[src/rtl/control_sequencer.sv]
// control_sequencer: microcoded control unit for the 8-bit bus CPU.
// A T-state counter walks fetch (T0,T1) and execute (T2..T4) and the
// {opcode, step, flags} tuple is decoded into a 15-bit control word.
// Optional feature macro: CTRL_EARLY_FETCH_EN -- when defined, each
// instruction returns to T0 right after its last non-empty microstep.
module control_sequencer #(
  parameter int STEPS    = 5,
  parameter int OPCODE_W = 4
) (
  input  logic                clk,
  input  logic                rst,
  input  logic                step_en,
  input  logic [OPCODE_W-1:0] opcode,
  input  logic                carry_flag,
  input  logic                zero_flag,
  output logic [14:0]         ctrl,
  output logic                hlt,
  output logic [2:0]          step
);

  // Control word bit positions
  localparam int B_PC_INC   = 14;
  localparam int B_PC_JUMP  = 13;
  localparam int B_PC_OUT   = 12;
  localparam int B_MAR_IN   = 11;
  localparam int B_RAM_IN   = 10;
  localparam int B_RAM_OUT  = 9;
  localparam int B_IR_IN    = 8;
  localparam int B_IR_OUT   = 7;
  localparam int B_A_IN     = 6;
  localparam int B_A_OUT    = 5;
  localparam int B_B_IN     = 4;
  localparam int B_ALU_OUT  = 3;
  localparam int B_ALU_SUB  = 2;
  localparam int B_FLAGS_IN = 1;
  localparam int B_OUT_IN   = 0;

  localparam logic [OPCODE_W-1:0] OP_NOP = OPCODE_W'(4'h0);
  localparam logic [OPCODE_W-1:0] OP_LDA = OPCODE_W'(4'h1);
  localparam logic [OPCODE_W-1:0] OP_ADD = OPCODE_W'(4'h2);
  localparam logic [OPCODE_W-1:0] OP_SUB = OPCODE_W'(4'h3);
  localparam logic [OPCODE_W-1:0] OP_STA = OPCODE_W'(4'h4);
  localparam logic [OPCODE_W-1:0] OP_LDI = OPCODE_W'(4'h5);
  localparam logic [OPCODE_W-1:0] OP_JMP = OPCODE_W'(4'h6);
  localparam logic [OPCODE_W-1:0] OP_JC  = OPCODE_W'(4'h7);
  localparam logic [OPCODE_W-1:0] OP_JZ  = OPCODE_W'(4'h8);
  localparam logic [OPCODE_W-1:0] OP_OUT = OPCODE_W'(4'hE);
  localparam logic [OPCODE_W-1:0] OP_HLT = OPCODE_W'(4'hF);

  localparam logic [2:0] LAST_STEP = 3'(STEPS - 1);

  typedef enum logic {
    RUN    = 1'b0,
    HALTED = 1'b1
  } state_t;

  state_t      state_reg, state_next;
  logic [2:0]  step_reg, step_next;
  logic [14:0] decode;
  logic        hlt_decode;
  logic [2:0]  last_step;

  // Microcode ROM: control word for the current opcode/step/flags
  always_comb begin
    decode = '0;
    case (step_reg)
      3'd0: begin
        decode[B_PC_OUT] = 1'b1;
        decode[B_MAR_IN] = 1'b1;
      end
      3'd1: begin
        decode[B_RAM_OUT] = 1'b1;
        decode[B_IR_IN]   = 1'b1;
        decode[B_PC_INC]  = 1'b1;
      end
      3'd2: begin
        case (opcode)
          OP_LDA, OP_ADD, OP_SUB, OP_STA: begin
            decode[B_IR_OUT] = 1'b1;
            decode[B_MAR_IN] = 1'b1;
          end
          OP_LDI: begin
            decode[B_IR_OUT] = 1'b1;
            decode[B_A_IN]   = 1'b1;
          end
          OP_JMP: begin
            decode[B_IR_OUT]  = 1'b1;
            decode[B_PC_JUMP] = 1'b1;
          end
          OP_JC: begin
            decode[B_IR_OUT]  = carry_flag;
            decode[B_PC_JUMP] = carry_flag;
          end
          OP_JZ: begin
            decode[B_IR_OUT]  = zero_flag;
            decode[B_PC_JUMP] = zero_flag;
          end
          OP_OUT: begin
            decode[B_A_OUT]  = 1'b1;
            decode[B_OUT_IN] = 1'b1;
          end
          default: decode = '0;
        endcase
      end
      3'd3: begin
        case (opcode)
          OP_LDA: begin
            decode[B_RAM_OUT] = 1'b1;
            decode[B_A_IN]    = 1'b1;
          end
          OP_ADD, OP_SUB: begin
            decode[B_RAM_OUT] = 1'b1;
            decode[B_B_IN]    = 1'b1;
            decode[B_ALU_SUB] = (opcode == OP_SUB);
          end
          OP_STA: begin
            decode[B_A_OUT]  = 1'b1;
            decode[B_RAM_IN] = 1'b1;
          end
          default: decode = '0;
        endcase
      end
      3'd4: begin
        if (opcode == OP_ADD || opcode == OP_SUB) begin
          decode[B_ALU_OUT]  = 1'b1;
          decode[B_A_IN]     = 1'b1;
          decode[B_FLAGS_IN] = 1'b1;
          decode[B_ALU_SUB]  = (opcode == OP_SUB);
        end
      end
      default: decode = '0;
    endcase
  end

  // Last microstep of the current instruction (wrap point of the counter)
  always_comb begin
    last_step = LAST_STEP;
`ifdef CTRL_EARLY_FETCH_EN
    case (opcode)
      OP_LDI, OP_JMP, OP_JC, OP_JZ, OP_OUT: last_step = 3'd2;
      OP_LDA, OP_STA:                       last_step = 3'd3;
      OP_ADD, OP_SUB:                       last_step = 3'd4;
      OP_HLT:                               last_step = LAST_STEP;
      default:                              last_step = 3'd1;
    endcase
`endif
  end

  // Next-state logic and gated outputs
  always_comb begin
    state_next = state_reg;
    step_next  = step_reg;
    hlt_decode = (state_reg == RUN) && (step_reg == 3'd2) && (opcode == OP_HLT);
    if (step_en && state_reg == RUN) begin
      if (hlt_decode) begin
        state_next = HALTED;
      end else if (step_reg == last_step) begin
        step_next = 3'd0;
      end else begin
        step_next = step_reg + 3'd1;
      end
    end
    // Outputs are forced low while reset is asserted, not decoded
    ctrl = (rst && state_reg == RUN) ? decode : '0;
    hlt  = rst && ((state_reg == HALTED) || hlt_decode);
    step = step_reg;
  end

  // State register: T-state counter and halt latch
  always_ff @(posedge clk or negedge rst) begin
    if (!rst) begin
      state_reg <= RUN;
      step_reg  <= 3'd0;
    end else begin
      state_reg <= state_next;
      step_reg  <= step_next;
    end
  end

endmodule
[config.mk]
export PLATFORM = sky130hd
export DESIGN_NAME = control_sequencer
export DESIGN_NICKNAME = d
export VERILOG_FILES = /design/src/rtl/control_sequencer.sv
export SDC_FILE = /design/constraint.sdc
export NUM_CORES = 1
export LEC_CHECK = 0
export BUFFER_PORTS_ARGS = -buffer_cell sky130_fd_sc_hd__buf_4
export CORE_MARGIN = 2
export CORE_UTILIZATION = 45
export DETAILED_ROUTE_END_ITERATION = 8
export GPL_TIMING_DRIVEN = 0
export PLACE_DENSITY = 0.73
export RECOVER_POWER = 100
export SLEW_MARGIN = 20
export SYNTH_ARGS = -nofsm -noshare
export SYNTH_HDL_FRONTEND = slang
export SYNTH_SLANG_ARGS = --single-unit
export TNS_END_PERCENT = 1
[constraint.sdc]
create_clock -name clk -period 1.6 [get_ports clk]
set_input_delay 0.24 -clock clk [delete_from_list [all_inputs] [get_ports clk]]
set_output_delay 0.24 -clock clk [all_outputs]
set_load 0.05 [all_outputs]
==> metrics.md <==
| Metric | Value |
|---|---|
| Gate Count Post-Synth | 75 |
| Largest net degree at the start of global routing | 11 |
| H-tree depth | 1 |
| Routed len/inst | 15.36 um |
| Placed Instances | 113 |
| Die width | ~40 um |
| VDD IR max | 1.354 mV |
| FILL cells | 75 |
| Tmin final | 1875 ps |
| Crit path launch type | register |
| Synth area leader | dfrtp_1 |
| Post-synthesis sequential area ratio | 16.26% |
| Data arrival, critical path | 1640 ps |
| Tcrit/Tclk final | 117.2% |
| Hpwl dp | 1.304 mm |
| Crit path capture type | primary output |
| Num CTS Buffers | 3 |
| Setup CP Type | register to primary output |
| DRC | 0 |
| Number of port buffers | 23 |
| Final wirelength | 1.920 mm |
| Reg-to-reg slack, setup | -50 ps |
| GRT Residual Overflow | 0 |
| GRT Util Overall | 26.79% |
| Synth Area per Inst | 8.208 um^2 |
| Static Leak | 0.4979 nW |
| Max Cap Violations | 0 |
| Starting density of the core | 47.91% |
| Post-Syn Nets | just under 90 |
| Max FFs per register | 3 |
| Slew Viols, Final | 0 |
| Hold Crit Class | input pin to register |
| Top-area cell type share of the netlist area | ~16% |
| CTS root buf | clkbuf_4 |
| Clock Sink Count | 4 |
| Pwr dens | ~1500 nW/um^2 |
| Pre-antenna DRT Iters | 4 |
| Clock-pin slew on the worst setup and hold paths | 40 ps |
| Failing checks | negative setup slack |
| Pin slew with the least headroom to its limit | 429.3 ps |
| Core ar. | 1285 um^2 |
| Hold Fails Final Rpt | 0 |
| Ant diodes | 0 |
| Relative slew slack | between 70% and 80% |
| Clock buffer depth | 2 |
| Max Fclk | 533.3 MHz |
| Critical path cell sequence | inv_4 > ha_4 > nand4b_4 > nor2_2 > o21a_1 > buf_4 |
| Most frequent cells in the layout | 16 x buf_6, 14 x buf_4, 6 x nand2_1 |
| Die H | 40.99 um |
| Register bit count reported by yosys | 4 |
| Vias per cell | 5.752 |
| Final ANT Viol Nets | 0 |
| First-pass GRT wire length | 2.808 mm |
| Nets | 125 |
| Layout cells sized above 1 | a little over three fifths |
| Die Footprint | 1680 um^2 |
| Finished Layout Cells | 125 |
| Global placement routability congestion | 0.7654 |
| First DRT Iteration DRCs | 13 |
| P&R area growth vs syn | 79.67% |
| Worst Path Required | between 1000 and 1500 ps |
| Most common cell after layout, fill and taps aside | buf_6 |
| Synth Cell Area | 615.6 um^2 |
| Io pins | 28 |
| Outcome | complete, but fails checks |
| Netlist cell types | 41 |
| Final Setup Violations | 17 |
| Skew-Pair Late Insertion Delay | 240 ps |
| Routed via count | 719 |
| RSZ-0062 raised after global routing | true |
| Area contributors post-synth | dfrtp_1 16%, ha_1 10%, buf_6 5.5%, nand2_1 4.3%, nand4b_4 3.9% |
| Max FO, Critical Path | 4 |
| Post-Place Setup Slack | -266.2 ps |
| YS warnings | 0 |
| Vias in the first global route | about 600 |
| Initial antenna violation count | 0 |
| Placement Rows | 13 |
| Slowest stage delay, CP | 440 ps |
| CTS tree | built |
| Crit-path slowest cell | dfrtp_2 |
| PnR worst setup slack | -275.3 ps |
| Setup Skew | 4.891 ps |
logic make-up after synthesis:
kind of cell	Yosys count	synth area share, %
AOI/OAI and AO/OA	16	18.90
xor gates and xnor gates	1	1.423
adders and majority gates	5	10.16
buffers and inverters	9	9.958
DFF	4	16.26
muxes	1	2.438
and+or+nand+nor	39	40.86
area by class of cell:
cell class | instances | area, um^2 | share of cell area (%)
Clock buffer | 4 | 26.28 | 2.376
Inverter | 4 | 20.02 | 1.810
Timing Repair Buffer | 31 | 294.0 | 26.58
Multi-Input combinational cell | 62 | 596.8 | 53.96
Tap cell | 15 | 18.77 | 1.697
Buffer | 5 | 46.29 | 4.186
Sequential cell | 4 | 103.9 | 9.389
synth_stat cells:
cell	instances
o211ai_1	2
nand3b_1	2
o21ai_2	1
and2b_2	1
nor2_1	5
inv_1	4
nor3_2	1
nand3_1	3
and2_1	1
nand4_1	1
nor4_1	1
o21a_1	1
o32ai_1	1
nand2b_1	1
nor2b_2	1
and2b_1	1
nor2b_1	2
a21oi_1	3
a41o_1	1
and3_1	3
buf_4	1
xnor2_1	1
nand2_1	7
nand4b_4	1
nor2_2	1
a21o_1	2
dfrtp_1	4
o2bb2ai_1	1
mux2_4	1
or2_1	1
o22a_1	1
nand4b_1	1
or3_1	1
ha_1	5
buf_2	1
nor2b_4	1
and3b_2	1
o21ai_0	2
nor3_1	2
a221oi_1	1
buf_6	3
power by group:
part	internal, mW	total [mW]	switching (mW)	leakage [nW]
registers	0.158	0.233	0.0748	0.0460
clock network	0.0941	0.143	0.0489	0.0150
logic	0.546	1.29	0.745	0.437
worst paths after layout:
path,cells after the start,endpoint,from
setup / recovery,6,hlt,step[0]$_DFFE_PN0P_
hold / removal,2,state_reg$_DFFE_PN0P_,step_en
setup reg to reg,6,step[1]$_DFFE_PN0P_,step[0]$_DFFE_PN0P_
hold reg to reg,1,state_reg$_DFFE_PN0P_,state_reg$_DFFE_PN0P_
max in group asynchronous,2,step[2]$_DFFE_PN0P_,rst
min in group asynchronous,2,step[0]$_DFFE_PN0P_,rst
through the flow:
stage	power [mW]	area [um^2]	hold slack (ps)	setup TNS, ps	utilization, %
2_1_floorplan	0.9892	709.4	-55.59	-3365	-
3_3_place_gp	1.220	900.9	45.18	-821.3	70.11
3_5_place_dp	1.237	900.9	52.22	-1032	70.11
4_1_cts	1.661	1109	215.0	-2441	86.27
5_1_grt	1.743	1106	204.1	-3518	86.08
6_report	1.668	1106	214.6	-2587	86.08
timing repair:
item	in CTS	in global routing
buffers inserted	7	0
endpoints found under the hold margin	4	0
hold buffers	1	0
pin swaps	5	1
resized for setup	32	3
setup endpoints to repair	17	17
worst max-delay path: cells and delay by family, from the launching register on:
family / cells / cell delay (ps)
flops: 1 / 440
compound gates: 1 / 140
simple gates: 2 / 380
buf+inv: 2 / 280
fa+ha+maj: 1 / 150
layer usage:
metal | share of wire [%] | global-route usage, %
met1 | 42 | 30.52
met2 | 50 | 43.36
met3 | 4.9 | 4.891
met4 | 2.7 | 20.83
met5 | 0 | 0
Note: power is estimated with default switching activity, not from simulation.
